$ cat config.mk
export PLATFORM = sky130hd
export DESIGN_NAME = sa_feeder
export DESIGN_NICKNAME = d
export VERILOG_FILES = /design/src/rtl/sa_pkg.sv /design/src/rtl/sa_skew_line.sv /design/src/rtl/sa_feeder.sv
export SDC_FILE = /design/constraint.sdc
export NUM_CORES = 1
export LEC_CHECK = 0
export BUFFER_PORTS_ARGS = -buffer_cell sky130_fd_sc_hd__clkbuf_2
export CORE_MARGIN = 1.5
export CORE_UTILIZATION = 61
export DETAILED_ROUTE_END_ITERATION = 7
export HOLD_SLACK_MARGIN = 0.05
export PLACE_DENSITY = 0.78
export SYNTH_ARGS = -nofsm -noshare
export SYNTH_HDL_FRONTEND = slang
export SYNTH_SLANG_ARGS = --single-unit
$ cat constraint.sdc
create_clock -name clk -period 4.8 [get_ports clk]
set_input_delay 0.72 -clock clk [delete_from_list [all_inputs] [get_ports clk]]
set_output_delay 0.72 -clock clk [all_outputs]
set_load 0.02 [all_outputs]
$ cat src/rtl/sa_pkg.sv
// rtl/sa_pkg.sv - shared types, defaults and helpers for the systolic feeder
package sa_pkg;

   typedef enum logic [1:0] {
      IDLE  = 2'd0,
      LOAD  = 2'd1,
      PLAY  = 2'd2,
      FLUSH = 2'd3
   } sa_state_e;

   localparam int SA_N      = 3;
   localparam int SA_IN_LEN = 8;
   localparam int SA_K_MAX  = 16;

   // Cycles between the final cal_done leaving row 0 and the last PE result.
   function automatic int flush_len(input int n);
      return 2 * n - 1;
   endfunction

endpackage

$ cat src/rtl/sa_skew_line.sv
// rtl/sa_skew_line.sv - fixed-depth zero-reset delay line, depth 0 is a wire
module sa_skew_line #(
   parameter int D = 1,
   parameter int W = 8
) (
   input  logic         clk,
   input  logic         rst,
   input  logic [W-1:0] d_i,
   output logic [W-1:0] q_o
);

   generate
      if (D == 0) begin : g_wire
         logic unused_d0;
         assign unused_d0 = clk ^ rst;
         assign q_o = d_i;
      end else begin : g_shift
         logic [W-1:0] sr_q [D];

         // Shift the word one stage per cycle; reset empties every stage.
         always_ff @(posedge clk or posedge rst) begin
            if (rst) begin
               for (int s = 0; s < D; s++) sr_q[s] <= '0;
            end else begin
               sr_q[0] <= d_i;
               for (int s = 1; s < D; s++) sr_q[s] <= sr_q[s-1];
            end
         end

         assign q_o = sr_q[D-1];
      end
   endgenerate

endmodule

$ cat src/rtl/sa_feeder.sv
// rtl/sa_feeder.sv - burst buffer and skewed replay front-end for the systolic array
module sa_feeder
   import sa_pkg::*;
#(
   parameter int N      = SA_N,
   parameter int IN_LEN = SA_IN_LEN,
   parameter int K_MAX  = SA_K_MAX
) (
   input  logic                clk,
   input  logic                sys_rst,
   input  logic                in_valid,
   output logic                in_ready,
   input  logic                in_last,
   input  logic [N*IN_LEN-1:0] a_vec,
   input  logic [N*IN_LEN-1:0] b_vec,
   output logic [N*IN_LEN-1:0] west_data,
   output logic [N*IN_LEN-1:0] north_data,
   output logic [N-1:0]        row_cal_en,
   output logic [N-1:0]        row_cal_done,
   output logic                busy,
   output logic                done,
   output logic                err_len
);

   localparam int CW = $clog2(K_MAX + 1);
   localparam int AW = (K_MAX > 1) ? $clog2(K_MAX) : 1;
   localparam int VW = N * IN_LEN;
   localparam logic [CW-1:0] LAST_SLOT = CW'(K_MAX - 1);
   localparam logic [CW-1:0] FLUSH_CNT = CW'(flush_len(N));

   sa_state_e     state_q, state_d;
   logic [CW-1:0] wr_q, wr_d;
   logic [CW-1:0] len_q, len_d;
   logic [CW-1:0] rd_q, rd_d;
   logic [CW-1:0] cnt_q, cnt_d;

   logic          st_en_q, st_en_d;
   logic          st_done_q, st_done_d;
   logic [VW-1:0] st_a_q, st_a_d;
   logic [VW-1:0] st_b_q, st_b_d;

   logic          done_q, done_d;
   logic          err_q, err_d;
   logic          busy_q, rdy_q;

   logic          accept;
   logic          mem_we;
   logic [VW-1:0] a_mem_q [K_MAX];
   logic [VW-1:0] b_mem_q [K_MAX];

   assign accept = in_valid && rdy_q;

   // Operand buffer; contents are only meaningful below len_q, so no reset.
   always_ff @(posedge clk) begin
      if (mem_we) begin
         a_mem_q[wr_q[AW-1:0]] <= a_vec;
         b_mem_q[wr_q[AW-1:0]] <= b_vec;
      end
   end

   // Next-state, buffer write and replay stage selection.
   always_comb begin
      state_d   = state_q;
      wr_d      = wr_q;
      len_d     = len_q;
      rd_d      = rd_q;
      cnt_d     = cnt_q;
      mem_we    = 1'b0;
      st_en_d   = 1'b0;
      st_done_d = 1'b0;
      st_a_d    = '0;
      st_b_d    = '0;
      done_d    = 1'b0;
      err_d     = 1'b0;

      unique case (state_q)
         IDLE, LOAD: begin
            if (accept) begin
               mem_we = 1'b1;
               if (in_last || wr_q == LAST_SLOT) begin
                  // Overflow without in_last: truncate; later beats start a new burst.
                  len_d   = wr_q + 1'b1;
                  wr_d    = '0;
                  rd_d    = '0;
                  err_d   = !in_last;
                  state_d = PLAY;
               end else begin
                  wr_d    = wr_q + 1'b1;
                  state_d = LOAD;
               end
            end
         end
         PLAY: begin
            if (rd_q < len_q) begin
               st_en_d = 1'b1;
               st_a_d  = a_mem_q[rd_q[AW-1:0]];
               st_b_d  = b_mem_q[rd_q[AW-1:0]];
               rd_d    = rd_q + 1'b1;
            end else begin
               st_done_d = 1'b1;
               cnt_d     = FLUSH_CNT;
               state_d   = FLUSH;
            end
         end
         FLUSH: begin
            // done lands one cycle before IDLE so busy drops the cycle after it.
            if (cnt_q == CW'(1)) done_d = 1'b1;
            if (cnt_q == '0) begin
               state_d = IDLE;
            end else begin
               cnt_d = cnt_q - 1'b1;
            end
         end
         default: state_d = IDLE;
      endcase
   end

   // State, counters, replay stage and registered status outputs.
   always_ff @(posedge clk or posedge sys_rst) begin
      if (sys_rst) begin
         state_q   <= IDLE;
         wr_q      <= '0;
         len_q     <= '0;
         rd_q      <= '0;
         cnt_q     <= '0;
         st_en_q   <= 1'b0;
         st_done_q <= 1'b0;
         st_a_q    <= '0;
         st_b_q    <= '0;
         done_q    <= 1'b0;
         err_q     <= 1'b0;
         busy_q    <= 1'b0;
         rdy_q     <= 1'b1;
      end else begin
         state_q   <= state_d;
         wr_q      <= wr_d;
         len_q     <= len_d;
         rd_q      <= rd_d;
         cnt_q     <= cnt_d;
         st_en_q   <= st_en_d;
         st_done_q <= st_done_d;
         st_a_q    <= st_a_d;
         st_b_q    <= st_b_d;
         done_q    <= done_d;
         err_q     <= err_d;
         busy_q    <= (state_d != IDLE);
         rdy_q     <= (state_d == IDLE) || (state_d == LOAD);
      end
   end

   genvar gi;
   generate
      for (gi = 0; gi < N; gi++) begin : g_row
         logic [IN_LEN+1:0] row_d, row_q;
         assign row_d = {st_done_q, st_en_q, st_a_q[gi*IN_LEN +: IN_LEN]};

         sa_skew_line #(.D(gi), .W(IN_LEN + 2)) u_row_skew (
            .clk (clk),
            .rst (sys_rst),
            .d_i (row_d),
            .q_o (row_q)
         );

         assign row_cal_done[gi]               = row_q[IN_LEN+1];
         assign row_cal_en[gi]                 = row_q[IN_LEN];
         assign west_data[gi*IN_LEN +: IN_LEN] = row_q[IN_LEN-1:0];
      end

      for (gi = 0; gi < N; gi++) begin : g_col
         sa_skew_line #(.D(gi), .W(IN_LEN)) u_col_skew (
            .clk (clk),
            .rst (sys_rst),
            .d_i (st_b_q[gi*IN_LEN +: IN_LEN]),
            .q_o (north_data[gi*IN_LEN +: IN_LEN])
         );
      end
   endgenerate

   assign in_ready = rdy_q;
   assign busy     = busy_q;
   assign done     = done_q;
   assign err_len  = err_q;

endmodule

==> results.md <==
* Final Max Tran Viols at 0
* Drt total wl at 65640 um
* Fill cell total of the finished layout at 3171
* Capture instance of the worst register-to-register path: a_mem_q[1][6]$_DFFE_PP_
* Share of the yosys chip area belonging to registers at 78.26%
* Antenna violations before repair at 2
* Total leakage power at 12.66 nW
* Number of placement rows at 85
* Maximum number of pins on one net before global-route repair at 83
* Flip-flop cell with the highest count after synthesis: edfxtp_1
* Core Box Area at 54130 um^2
* PnR Total Power at 0.02072 W
* Final number of hold-violating endpoints at 0
* Power Density at 552.6 nW/um^2
* Gates resized, CTS repair at 0
* Largest cells by area after synthesis: edfxtp_1 69%, mux4_2 13%, dfrtp_1 9.5%
* Maximum clock skew at final layout at 0.02791 ns
* Kind of end point of the critical path: flop
* Cell taking the most area after synthesis: edfxtp_1
* Number of global-route vias before repair at 16077
* Count of max-cap constraint violations at 0
* Setup violators final at 0
* Synthesized area at around 34000 um^2
* Data required time at the worst endpoint at a little over 5 ns
* Maximum fanout count along the critical path at 40
* First-pass GRT wire length at roughly 100000 um
* Port bufs at about 110
* Share of synthesized flip-flops with an asynchronous set or reset at 14.29%
* Number of diodes at 0
* Clock tree from TritonCTS: yes
* Critical path origin: in_ready$_DFF_PP1_
* Met1 wire length at 26530 um
* Mean number of vias per cell at around 6.4
* Depth of the worst register-to-register path at 5
* GRT Total Usage at 24.18%
* Die W at 237.6 um
* Max H-tree Level at 3
* Clock-pin slew reported for the worst setup and hold paths after clock tree synthesis at 0.06 ns
* Layout Utilization at 69.27%
* EDFF count, synth at 768
* Layout cell share with drive strength beyond 1 at 28.45%
* Maximum clock frequency at 336.3 MHz
* Number of buffers created by CTS at 87
* Detailed-routing iteration count for the pre-antenna-repair pass at 5
* Hold WC Path Type: in -> async
* Power dissipated by switching net loads at 0.005751 W
* Critical path class: reg -> reg
* Worst vdd rail ir drop at 0.3915 mV
* Post-synth cell types at 42
* Final setup margin at about 1.8 ns
* Worst r2r src: in_ready$_DFF_PP1_
* Effective utilization at floorplan at 62.00%
* Commonest cells in the synthesized netlist: 768 x edfxtp_1, 192 x mux4_2, 127 x dfrtp_1, 97 x a211oi_1, 51 x nor2b_1
* Worst setup SP type: flop
* Wire length per cell at approximately 27 um
* Clock network fraction of design power at between 30% and 40%
* Count of nets after finishing at 1706
* Seq cells post-synth at 896
* RePlAce Congestion at roughly 0.78
* CTS Hold Buffers Added at 0
* Number of nets produced by synthesis at around 1600
* Number of clock sinks at 896
* Switching Share at roughly 28%
* Arrival @ worst endpoint at between 3 and 4 ns
* Violation count after the first detailed-route iteration at 1420
* Total negative slack at 0 ns
* Final HPWL DP at 35960 um
* Sequential cell fraction of total power at between 40 and 50%
* Total number of vias at 15302
* Met2 routed wirelength at 33010 um
* Num ports at 110
* Library cell with the highest instance count after synthesis: edfxtp_1
* Combinational share of power at 22.8%
* Share of the cycle needed by the critical path after routing at 61.96%
* Synth warn at 0
* Floorplan die height at 237.6 um
* Setup repair after global routing missed its margin: false
* Max Used Layer: met5
* Worst slack, placed at 1.517 ns
* Synth top area share at between 60% and 70%
* Area growth, synth to finish at 11.72%
* Average instance area after synthesis at approximately 22 um^2
* Wire length on met3 at 4249 um
* Result of the run: finished, final reports clean
* Worst-Margin Slew at 1.220 ns
* Worst rel slew slack at 18.65%
* Total congestion overflow after global routing at 0
* Bufs on Longest Clock Path at 3
* Root Buffer: clkbuf_16
* # DRC at 0
* Minimum clock period after layout at 2.974 ns
* Die Outline Area at 56440 um^2
* Post-CTS Setup Repair Bufs at 0
* Antenna violation net count after detailed routing at 0
* Slack of the worst reg-to-reg path at 1.83 ns
* Clock latency on the worst-skew pair at 0.64 ns
* Cell internal pwr at 0.01497 W
* Gate count after technology mapping at between 1500 and 2000
## cells by family (layout without fill, tap and decap cells)
logic type | after synthesis | count (layout) | synth area share, %
DFF | 896 | 896 | 78.26
xor gates and xnor gates | 4 | 4 | 0.1044
muxes | 243 | 243 | 14.41
AOI/OAI and AO/OA | 127 | 127 | 2.732
buffers and inverters | 118 | 319 | 2.151
and+or+nand+nor | 110 | 110 | 1.860
adders and majority gates | 13 | 13 | 0.4846
## state kept, by name (all words and copies together) (netlist names), 8 cells and up
| name | flops |
|---|---|
| a_mem_q | 384 |
| b_mem_q | 384 |
| st_a_q | 24 |
| st_b_q | 24 |
| g_row.u_row_skew.q_o | 19 |
| g_col.u_col_skew.q_o | 16 |
| g_row.u_row_skew.g_shift.sr_q | 9 |
| g_col.u_col_skew.g_shift.sr_q | 8 |
## final cells by class
class | instances | area [um^2] | area share, %
Multi-Input combinational cell | 497 | 6604 | 17.61
Clock inverter | 38 | 327.8 | 0.8743
Tap cell | 696 | 870.8 | 2.322
Sequential cell | 896 | 26280 | 70.09
Timing Repair Buffer | 143 | 875.8 | 2.336
Clock buffer | 122 | 2471 | 6.590
Inverter | 16 | 65.06 | 0.1735
## cells in the final DEF, fill, tap and decap left out, types with 12 or more instances in the layout
cell and count:
edfxtp_1 768, mux4_2 192, dfrtp_1 123, clkbuf_2 109
a211oi_1 97, clkbuf_16 91, nor2b_1 51, mux2i_1 50
buf_4 28, clkbuf_1 22, inv_1 15, clkinv_2 15
nand2_1 13, ha_1 13, clkinv_1 12
## power groups by stage
stage	Sequential, W	Clock (W)	Combinational (W)
after detailed placement	0.00952	0	0.00473
after global placement	0.00951	0	0.00466
after global routing	0.00941	0.00704	0.00507
after CTS	0.00937	0.00673	0.00478
after floorplan	0.00925	0	0.00387
final	0.00936	0.00664	0.00472
## stage by stage
| step | area [um^2] | instances | hold WS, ns |
|---|---|---|---|
| after detailed placement | 34700 | 2248 | 0.3347 |
| after global routing | 37500 | 2408 | 0.2464 |
| after floorplan | 33560 | 1511 | 0.3312 |
| final | 37500 | 2408 | 0.2058 |
| after CTS | 37500 | 2408 | 0.2399 |
| after global placement | 34700 | 2248 | 0.3316 |
## worst max-delay path by stage
stage / to / slack [ns]
floorplan: busy$_DFF_PP0_ / 0.67
global placement: a_mem_q[3][4]$_DFFE_PP_ / 1.59
detailed placement: a_mem_q[1][4]$_DFFE_PP_ / 1.52
CTS: a_mem_q[1][2]$_DFFE_PP_ / 1.81
global route: a_mem_q[1][2]$_DFFE_PP_ / 1.61
finish: a_mem_q[1][6]$_DFFE_PP_ / 1.83
## routing by layer
layer / GRT usage (%) / vias up
li1: - / 6481
met1: 34.02 / 8064
met2: 39.32 / 626
met3: 4.192 / 129
met4: 7.952 / 2
met5: 0 / -
## critical path, cell delays in order, from the launching register on
cell and delay (ns):
dfstp_2 0.53, nand2_1 0.10, or2_2 0.36, nor3_1 0.30, and2_2 1.03, buf_4 0.34
No activity file was read; power rests on OpenSTA's default activity.
